===== src/rtl/fnd_pkg.sv =====
// Shared constants and types for the 4-digit FND scan controller.
package fnd_pkg;

  localparam int unsigned DIGIT_W = 4;
  localparam int unsigned SEG_W   = 7;
  localparam int unsigned COMM_W  = 4;
  localparam int unsigned FONT_W  = 8;
  localparam int unsigned IDX_W   = 2;

  typedef enum logic {
    PAGE_SEC  = 1'b0,
    PAGE_HOUR = 1'b1
  } page_e;

  typedef struct packed {
    logic [DIGIT_W-1:0] hour_10;
    logic [DIGIT_W-1:0] hour_1;
    logic [DIGIT_W-1:0] min_10;
    logic [DIGIT_W-1:0] min_1;
    logic [DIGIT_W-1:0] sec_10;
    logic [DIGIT_W-1:0] sec_1;
    logic [DIGIT_W-1:0] msec_10;
    logic [DIGIT_W-1:0] msec_1;
  } digits_t;

  localparam logic [FONT_W-1:0] FONT_DASH  = 8'hBF;
  localparam logic [FONT_W-1:0] FONT_BLANK = 8'hFF;

  // Active-low {dp,g,f,e,d,c,b,a} with dp off; codes 10..15 show a dash.
  localparam logic [15:0][FONT_W-1:0] FONT_TABLE = {
    FONT_DASH, FONT_DASH, FONT_DASH, FONT_DASH, FONT_DASH, FONT_DASH,
    8'h90, 8'h80, 8'hF8, 8'h82, 8'h92, 8'h99, 8'hB0, 8'hA4, 8'hF9, 8'hC0
  };

  localparam logic [COMM_W-1:0] COMM_OFF = 4'b1111;
  localparam logic [3:0][COMM_W-1:0] COMM_TABLE = {
    4'b0111, 4'b1011, 4'b1101, 4'b1110
  };

endpackage


===== src/rtl/fnd_scan_ctrl_bcd_to_seg.sv =====
// BCD to active-low 7-segment decoder with a separate blank control.
module bcd_to_seg
  import fnd_pkg::*;
(
  input  logic [DIGIT_W-1:0] bcd,
  input  logic               blank,
  output logic [SEG_W-1:0]   seg_c
);

  always_comb begin
    seg_c = FONT_BLANK[SEG_W-1:0];
    if (!blank) seg_c = FONT_TABLE[bcd][SEG_W-1:0];
  end

endmodule


===== src/rtl/fnd_scan_ctrl.sv =====
// Frame-snapshotted scan controller driving a 4-digit common-anode FND,
// one digit per scan tick, with a half-second decimal point indicator.
module fnd_scan_ctrl
  import fnd_pkg::*;
#(
  parameter int unsigned CLK_HZ   = 100_000_000,
  parameter int unsigned SCAN_HZ  = 1000,
  parameter int unsigned BLANK_LZ = 1
) (
  input  logic               clk,
  input  logic               reset,
  input  logic               sw_mode,
  input  logic [DIGIT_W-1:0] digit_msec_1,
  input  logic [DIGIT_W-1:0] digit_msec_10,
  input  logic [DIGIT_W-1:0] digit_sec_1,
  input  logic [DIGIT_W-1:0] digit_sec_10,
  input  logic [DIGIT_W-1:0] digit_min_1,
  input  logic [DIGIT_W-1:0] digit_min_10,
  input  logic [DIGIT_W-1:0] digit_hour_1,
  input  logic [DIGIT_W-1:0] digit_hour_10,
  output logic [COMM_W-1:0]  fnd_comm,
  output logic [FONT_W-1:0]  fnd_font
);

  localparam int unsigned DIV   = CLK_HZ / SCAN_HZ;
  localparam int unsigned PRE_W = (DIV > 1) ? $clog2(DIV) : 1;

  logic [PRE_W-1:0]   pre;
  logic [IDX_W-1:0]   idx;
  page_e              page;
  digits_t            snap;
  digits_t            digits_c;
  logic               tick_c;
  logic [DIGIT_W-1:0] digit_c;
  logic               blank_c;
  logic               dp_n_c;
  logic [SEG_W-1:0]   seg_c;

  assign digits_c = {digit_hour_10, digit_hour_1, digit_min_10, digit_min_1,
                     digit_sec_10, digit_sec_1, digit_msec_10, digit_msec_1};
  assign tick_c   = (pre == PRE_W'(DIV - 1));

  // Prescaler, scan index and per-frame capture of page and digits.
  always_ff @(posedge clk) begin
    if (reset) begin
      pre  <= '0;
      idx  <= '0;
      page <= PAGE_SEC;
      snap <= '0;
    end else if (tick_c) begin
      pre <= '0;
      idx <= idx + IDX_W'(1);
      if (idx == IDX_W'(3)) begin
        page <= page_e'(sw_mode);
        snap <= digits_c;
      end
    end else begin
      pre <= pre + PRE_W'(1);
    end
  end

  always_comb begin
    digit_c = snap.msec_1;
    if (page == PAGE_SEC) begin
      case (idx)
        2'd0:    digit_c = snap.msec_1;
        2'd1:    digit_c = snap.msec_10;
        2'd2:    digit_c = snap.sec_1;
        default: digit_c = snap.sec_10;
      endcase
    end else begin
      case (idx)
        2'd0:    digit_c = snap.min_1;
        2'd1:    digit_c = snap.min_10;
        2'd2:    digit_c = snap.hour_1;
        default: digit_c = snap.hour_10;
      endcase
    end
  end

  assign blank_c = (BLANK_LZ != 0) && (page == PAGE_HOUR) &&
                   (idx == IDX_W'(3)) && (snap.hour_10 == '0);
  // Decimal point lit during the first half of each second.
  assign dp_n_c  = !((idx == IDX_W'(2)) && (snap.msec_10 < DIGIT_W'(5)));

  bcd_to_seg u_bcd_to_seg (
    .bcd   (digit_c),
    .blank (blank_c),
    .seg_c (seg_c)
  );

  always_ff @(posedge clk) begin
    if (reset) begin
      fnd_comm <= COMM_OFF;
      fnd_font <= FONT_BLANK;
    end else begin
      fnd_comm <= COMM_TABLE[idx];
      fnd_font <= {dp_n_c, seg_c};
    end
  end

endmodule


===== config.mk =====
export PLATFORM = sky130hd
export DESIGN_NAME = fnd_scan_ctrl
export DESIGN_NICKNAME = d
export VERILOG_FILES = /design/src/rtl/fnd_pkg.sv /design/src/rtl/fnd_scan_ctrl_bcd_to_seg.sv /design/src/rtl/fnd_scan_ctrl.sv
export SDC_FILE = /design/constraint.sdc
export NUM_CORES = 1
export LEC_CHECK = 0
export ABC_AREA = 1
export CAP_MARGIN = 10
export CORE_MARGIN = 1
export CORE_UTILIZATION = 40
export DETAILED_ROUTE_END_ITERATION = 8
export SLEW_MARGIN = 20
export SYNTH_ARGS = -nofsm -noshare
export SYNTH_HDL_FRONTEND = slang
export SYNTH_SLANG_ARGS = --single-unit

===== constraint.sdc =====
create_clock -name clk -period 3.1 [get_ports clk]
set_input_delay 0.31 -clock clk [delete_from_list [all_inputs] [get_ports clk]]
set_output_delay 0.31 -clock clk [all_outputs]
set_load 0.01 [all_outputs]

==> results.cfg, run 1 <==
[outcome]
status = completed

[clock_tree]
cts_made_buffers = 9
cts_sinks = 64
root_buffer = clkbuf_8
cts_buffer_depth = 2
cts_resized = 0
htree_num_levels = 3
hold_buffers = 0
tritoncts = yes
clkLatencyLatePin_ns = 0.34
postCtsSetupBuffers = 0
cts.clk_slew.worst_paths_ns = 0.07

[die]
die_height_um = 92.46
fp.dieArea_um2 = 8549
core_area_um2 = 7807
start_util = 0.4192
rows = 32
die_x_um = 92.46
ios = 47

[sta]
skew_ns = 0.004944
relSlewSlack = 0.5882
hold_ws_ns = 0.4472
finalSetupTns_ns = 0
hold_viol_final = 0
setup_violations = 0
fin_crit_ns = 2.150
drv_slew = 0
setup_slack_ns = 0.9497
period_share = 0.6936
worst_pin_slew_ns = 0.6112
max_freq_ghz = 0.4651
rsz0062_at_grt = no

[logic_synthesis]
synth_area_um2 = 3273
avgSynthCellArea_um2 = 6.586
synthDistinctLibCells = 28
netlist_instances = 497
syn-num-nets = 541
ys_warn_count = 0
yosysSeqAreaShare = 0.3914
synth-seq-cells = 64

[run]
drv_cap = 0

[critical_path]
start_kind = flop
critPathMaxFanout = 11
cp-end-kind = flop
crit_type = flop to flop
worstPathRequired_ns = 3.33
arrival_ns = 2.38

[global_routing]
grt_pass1_wl_mm = 12.90
antenna_found_initial = 0
grt_max_degree = 40
gr-total-overflow = 0
grt_usage = 0.1885
grt_pass1_vias = 2869

[finish]
final_common_cell = nand2_1
final_nets = 579
drive_above_1_share = 0.05370
post-route-util = 0.5120
antenna_cells = 0
area_growth_pct = 22.13
final_cell_mix = nand2_1, nor2_1, inv_1, dfxtp_1, clkdlybuf4s50_1

[route]
wl_per_cell_um = 11.33
drc_errors = 0
dr.pass1.iters = 4
totalWireLength_mm = 7.275
via_per_inst = 4.779
vias = 3068
drt_iter0_markers = 117
ant_nets = 0

[power]
power_mw = 1.776
powerDensity_nw_per_um2 = 444.4
leakagePower_nw = 1.808
ir_drop_mv = 0.1714

[place]
gp_congestion = 0.8961
dp_worst_setup_slack_ns = 1.015
port-buffer-count = 46
dpl.hpwl_mm = 5.121

[hold_path]
hp-class = flop to flop
-- power breakdown --
part           internal [mW]  switching, mW
Sequential             0.830        0.00291
Clock                  0.536          0.311
Combinational         0.0578         0.0381
Total                   1.42          0.352
-- layout make-up --
class | instances | area [µm²]
well taps | 102 | 127.6
fillers | 824 | 3810
repair buffers | 50 | 490.5
clock inverters | 3 | 90.09
flip-flops and latches | 64 | 1281
multi-input cells | 344 | 1622
clock buffers | 13 | 138.9
inverters | 66 | 247.7
-- Yosys cell counts, drive strengths merged --
cell type,instances,share of area
nor3,7,0.011
inv,66,0.076
or2,5,0.0096
buf,17,0.031
ha,9,0.034
xor2,1,0.0027
o21ai,10,0.015
dfxtp,64,0.39
nand2,128,0.15
nand4,38,0.075
nand3,19,0.029
a21oi,19,0.030
nor3b,5,0.011
clkbuf,6,0.0069
and3,1,0.0019
nor2,102,0.13
-- state kept, by name, summed over array words and instances, names as in the netlist --
| name | cells |
|---|---|
| fnd_comm | 4 |
| fnd_font | 8 |
| idx | 2 |
| page | 1 |
| pre | 17 |
| snap | 32 |
-- routing by layer --
metal	GRT usage	routed length, µm
met5	0	0
met2	0.2907	3166
met1	0.2517	3686
met3	0.05172	327
met4	0.06641	95
-- worst max-delay path, stage by stage, from the launching register on --
cell,delay [ns]
dfxtp_1,0.41
inv_1,0.10
ha_1,0.34
nand2_1,0.12
nand3_1,0.07
o21ai_0,0.20
nand2_1,0.16
inv_1,0.13
ha_1,0.20
inv_1,0.06
nand2_1,0.06
nand2_1,0.06
nand2_1,0.06
nand3_1,0.07
-- per-stage QoR --
step	cell area (µm²)	instances
5_1_grt	3998	642
3_3_place_gp	3769	626
6_report	3998	642
4_1_cts	3998	642
3_5_place_dp	3769	626
2_1_floorplan	3273	497
-- logic make-up after synthesis --
family	count (synthesis)	share of synthesized area
and+or+nand+nor	305	0.4128
buffers and inverters	89	0.1132
DFF	64	0.3914
AOI/OAI and AO/OA	29	0.04549
adders and majority gates	9	0.03440
xor gates and xnor gates	1	0.002676
-- worst paths after layout --
check	from	endpoint	slack (ns)	cells after the start
max	idx[0]	fnd_font[4]	0.95	13
min	pre[0]	pre[0]	0.45	1
max reg2reg	idx[0]	fnd_font[4]	0.95	13
min reg2reg	pre[0]	pre[0]	0.45	1
No activity file was read; power rests on OpenSTA's default activity.
==> run 2: changes to the inputs <==
- clock period: 3.1 -> 2 ns (I/O delays scaled with it)
==> run 2 against run 1 <==
  * Worst hold slack gained 0.0090 ns
  * Largest power group is now sequential cells
  * Setup slack worse by 0.80 ns
  * Register-to-register slack worse by 0.80 ns
  * Die area is the same
  * Total power rose by 39%
==> results.cfg, run 2 (synthesis gave the netlist of run 1 again) <==
[finish]
area_growth_pct = 24.81
regArea_um2 = 1284
drive_above_1_share = 0.08925
final_cell_mix = nand2_1, nor2_1, inv_1, dfxtp_1, clkdlybuf4s50_1
final_common_cell = nand2_1
largest_register_ffs = 32
nFillCells = 780
fin_cells = 651
reg.largest.list = snap x32, pre x17, fnd_font x8
multi_input_area_um2 = 1672
final_nets = 588
post-route-util = 0.5232
stdcell_area_um2 = 4085
antenna_cells = 0
largest_register = snap

[critical_path]
crit_type = flop to flop
cp-end-kind = flop
worstPathRequired_ns = 2.29
arrival_ns = 2.13
critPathMaxFanout = 13
start_kind = flop

[route]
m1WireLength_mm = 3.618
vias = 3112
wl_met2_mm = 3.210
via_per_inst = 4.780
dr_wl_met3_um = 351
ant_nets = 0
drt_iter0_markers = 143
wl_per_cell_um = 11.15
dr.pass1.iters = 5
drc_errors = 0
dr.max_layer_used = met4
totalWireLength_mm = 7.260

[sta]
setup_violations = 0
max_freq_ghz = 0.5409
rsz0062_at_grt = no
finalSetupTns_ns = 0
hold_ws_ns = 0.4562
worst_pin_slew_ns = 0.4616
skew_ns = 0.009888
hold_viol_final = 0
relSlewSlack = 0.6922
drv_slew = 0
fin_crit_ns = 1.849
period_share = 0.9244
setup_slack_ns = 0.1512

[clock_tree]
cts_made_buffers = 9
clkLatencyLatePin_ns = 0.34
cts_sinks = 64
cts_buffer_depth = 2
tritoncts = yes
htree_num_levels = 3
root_buffer = clkbuf_8
cts.clk_slew.worst_paths_ns = 0.07

[power]
ir_drop_mv = 0.3389
p_comb_frac = 0.061
p_sw_frac = 0.2300
power_mw = 2.461
internal-power_mw = 1.895
power_frac_clock = 0.414
leakagePower_nw = 1.834
power_switching_mw = 0.5659
power_frac_seq = 0.525
powerDensity_nw_per_um2 = 602.3

[place]
gp_congestion = 0.8937
port-buffer-count = 46
dp_worst_setup_slack_ns = -0.01052
place_area_um2 = 3849
dp_cells = 635
dpl.hpwl_mm = 5.334

[outcome]
status = completed

[global_routing]
grt_max_degree = 34
grt_pass1_vias = 2700
gr-total-overflow = 0
antenna_found_initial = 0
grt_pass1_wl_mm = 12.22
grt_usage = 0.1809

[die]
start_util = 0.4192
die_x_um = 92.46
core_area_um2 = 7807
rows = 32
fp.dieArea_um2 = 8549
ios = 47
die_height_um = 92.46

[hold_path]
hp-class = flop to flop

[run]
drv_cap = 0
==> run 2: cell count changes in the layout (fill, tap and decap cells not counted), sizes merged <==
cell and delta:
clkbuf -1, bufinv -3, buf +9, clkinv +2, clkinvlp +2
==> run 2: what timing repair did <==
item	in CTS	in global routing
resized for setup	1	12
buffers inserted	0	0
hold buffers	0	0
setup endpoints to repair	1	7
==> run 2: routing by layer <==
metal / up-vias / track usage
met5: - / 0
li1: 1657 / -
met2: 58 / 0.2741
met4: 0 / 0.05859
met1: 1390 / 0.2462
met3: 7 / 0.05172
==> run 2: cell type report <==
| type | instances | area share |
|---|---|---|
| Clock buffer | 12 | 0.03798 |
| Clock inverter | 4 | 0.007044 |
| Inverter | 66 | 0.06064 |
| Multi-Input combinational cell | 344 | 0.4092 |
| Sequential cell | 64 | 0.3142 |
| Tap cell | 102 | 0.03124 |
| Timing Repair Buffer | 59 | 0.1397 |
==> run 2: path summary, 6_finish.rpt <==
path,to,slack [ns],start,cells after the start
worst min register to register,pre[0],0.46,pre[0],1
worst max-delay path,fnd_font[3],0.15,idx[0],12
worst min-delay path,pre[0],0.46,pre[0],1
worst max register to register,fnd_font[3],0.15,idx[0],12
==> run 2: power groups by stage <==
stage / sequential, mW / clock, mW / combinational (mW)
floorplan: 1.32 / 0 / 0.0534
global placement: 1.32 / 0 / 0.150
detailed placement: 1.32 / 0 / 0.151
CTS: 1.29 / 1.05 / 0.152
global route: 1.29 / 1.11 / 0.168
finish: 1.29 / 1.02 / 0.150
==> run 2: critical path, stage by stage, from the launching register on <==
cell     delay (ns)
dfxtp_2        0.42
ha_4           0.19
inv_2          0.11
or2_1          0.26
nand3_1        0.09
nand2_1        0.09
inv_1          0.12
ha_1           0.25
inv_1          0.06
nand2_1        0.05
nand2_1        0.08
nand2_1        0.04
nand2_1        0.05
==> run 3: changes to the inputs <==
- REMOVE_ABC_BUFFERS: default -> 1
==> run 3 against run 2 <==
  * Global-route usage up 0.75 points
  * Cell count decreased by 0.31%
  * Setup slack got worse by 0.055 ns
  * Flip-flop and latch count stayed put
  * First-iteration DRC count up 24%
  * Largest cell class unchanged
==> results.cfg, run 3 (synthesis gave the netlist of run 1 again) <==
[finish]
final_common_cell = nand2_1
largest_register = snap
post-route-util = 0.5268
reg.largest.list = snap x32, pre x17, fnd_font x8
antenna_cells = 0
final_cell_mix = nand2_1, nor2_1, inv_1, dfxtp_1, clkdlybuf4s50_1
drive_above_1_share = 0.08775
largest_register_ffs = 32
fin_cells = 649
final_nets = 586
stdcell_area_um2 = 4113
area_growth_pct = 25.65

[place]
port-buffer-count = 46
dpl.hpwl_mm = 5.531
place_area_um2 = 3821
dp_cells = 633
gp_congestion = 0.8825

[critical_path]
rrSetupSlack_ns = 0.1
cp-end-kind = flop
start_kind = flop
worstPathRequired_ns = 2.29
critPathMaxFanout = 10
crit_type = flop to flop
arrival_ns = 2.19

[power]
p_sw_frac = 0.2070
power_frac_clock = 0.482
ir_drop_mv = 0.4645
power_mw = 2.780
leakagePower_nw = 1.853
p_comb_frac = 0.054
powerDensity_nw_per_um2 = 676.0
power_frac_seq = 0.464
power_switching_mw = 0.5755
internal-power_mw = 2.205

[die]
rows = 32
die_x_um = 92.46
ios = 47
core_area_um2 = 7807
fp.dieArea_um2 = 8549
start_util = 0.4192
die_height_um = 92.46

[clock_tree]
clkLatencyLatePin_ns = 0.34
hold_buffers = 0
tritoncts = yes
cts_sinks = 64
cts_buffer_depth = 2
root_buffer = clkbuf_8
postCtsSetupBuffers = 0
htree_num_levels = 3
cts_made_buffers = 9
cts.clk_slew.worst_paths_ns = 0.07

[route]
vias = 3163
via_per_inst = 4.874
wl_per_cell_um = 11.67
ant_nets = 0
drc_errors = 0
totalWireLength_mm = 7.575
dr.pass1.iters = 5
drt_iter0_markers = 178

[sta]
max_freq_ghz = 0.5252
drv_slew = 0
hold_viol_final = 0
skew_ns = 0.009178
relSlewSlack = 0.6231
period_share = 0.9520
setup_violations = 0
worst_pin_slew_ns = 0.5594
fin_crit_ns = 1.904

[global_routing]
busiest_layer = met2
grt_util_met1 = 0.2600
grt_pass1_vias = 2718
antenna_found_initial = 0
use_met3 = 0.06158
grtUsageMet2 = 0.2796
grt_max_degree = 34
gr-total-overflow = 0
grt_usage = 0.1884
grt_pass1_wl_mm = 12.59

[outcome]
status = completed

[hold_path]
hp-class = primary input to flop

[run]
drv_cap = 0
## run 3: through the flow
| step | hold slack, ns | setup slack, ns | setup TNS, ns |
|---|---|---|---|
| finish | 0.4299 | 0.09593 | 0 |
| global placement | 0.4314 | 0.07235 | 0 |
| CTS | 0.4245 | 0.02472 | 0 |
| global route | 0.4202 | -0.04315 | -0.04582 |
| floorplan | 0.2793 | -0.5528 | -3.211 |
| detailed placement | 0.4410 | -0.001538 | -0.001538 |
## run 3: worst paths after layout
kind | from | to | depth (start not counted)
setup reg to reg | idx[1] | fnd_font[3] | 13
hold reg to reg | pre[0] | pre[0] | 1
hold / removal | reset | idx[0] | 2
setup / recovery | idx[1] | fnd_font[3] | 13
## run 3: critical path, stage by stage, from the launching register on
cell,delay [ns]
dfxtp_2,0.39
inv_2,0.08
ha_4,0.20
nand2_1,0.08
nand3_1,0.08
o21ai_0,0.22
nand2_1,0.15
inv_1,0.12
ha_1,0.25
inv_1,0.06
nand2_1,0.04
nand2_1,0.09
nand2_1,0.05
nand2_1,0.05
## run 3: power groups by stage
stage | clock [mW] | sequential, mW | combinational [mW]
after CTS | 1.37 | 1.29 | 0.153
after global placement | 0 | 1.32 | 0.151
final | 1.34 | 1.29 | 0.150
after floorplan | 0 | 1.32 | 0.0508
after global routing | 1.43 | 1.29 | 0.169
after detailed placement | 0 | 1.32 | 0.152
## run 3: what timing repair did
action | CTS | global route
pin swaps | 0 | 0
resized for setup | 2 | 11
endpoints found under the setup margin | 1 | 7
## run 3: area by class of cell
type | instances | area [µm²]
inverter | 66 | 250.2
clock buffer | 9 | 123.9
clock inverter | 7 | 120.1
sequential | 64 | 1286
fill | 797 | 3695
timing repair buffer | 57 | 543.0
multi-input combinational | 344 | 1662
tap | 102 | 127.6
## run 3: routing by layer
layer | routed length, µm | part of all wire
met5 | 0 | 0
met4 | 111 | 0.015
met2 | 3211 | 0.42
met3 | 434 | 0.057
met1 | 3818 | 0.50
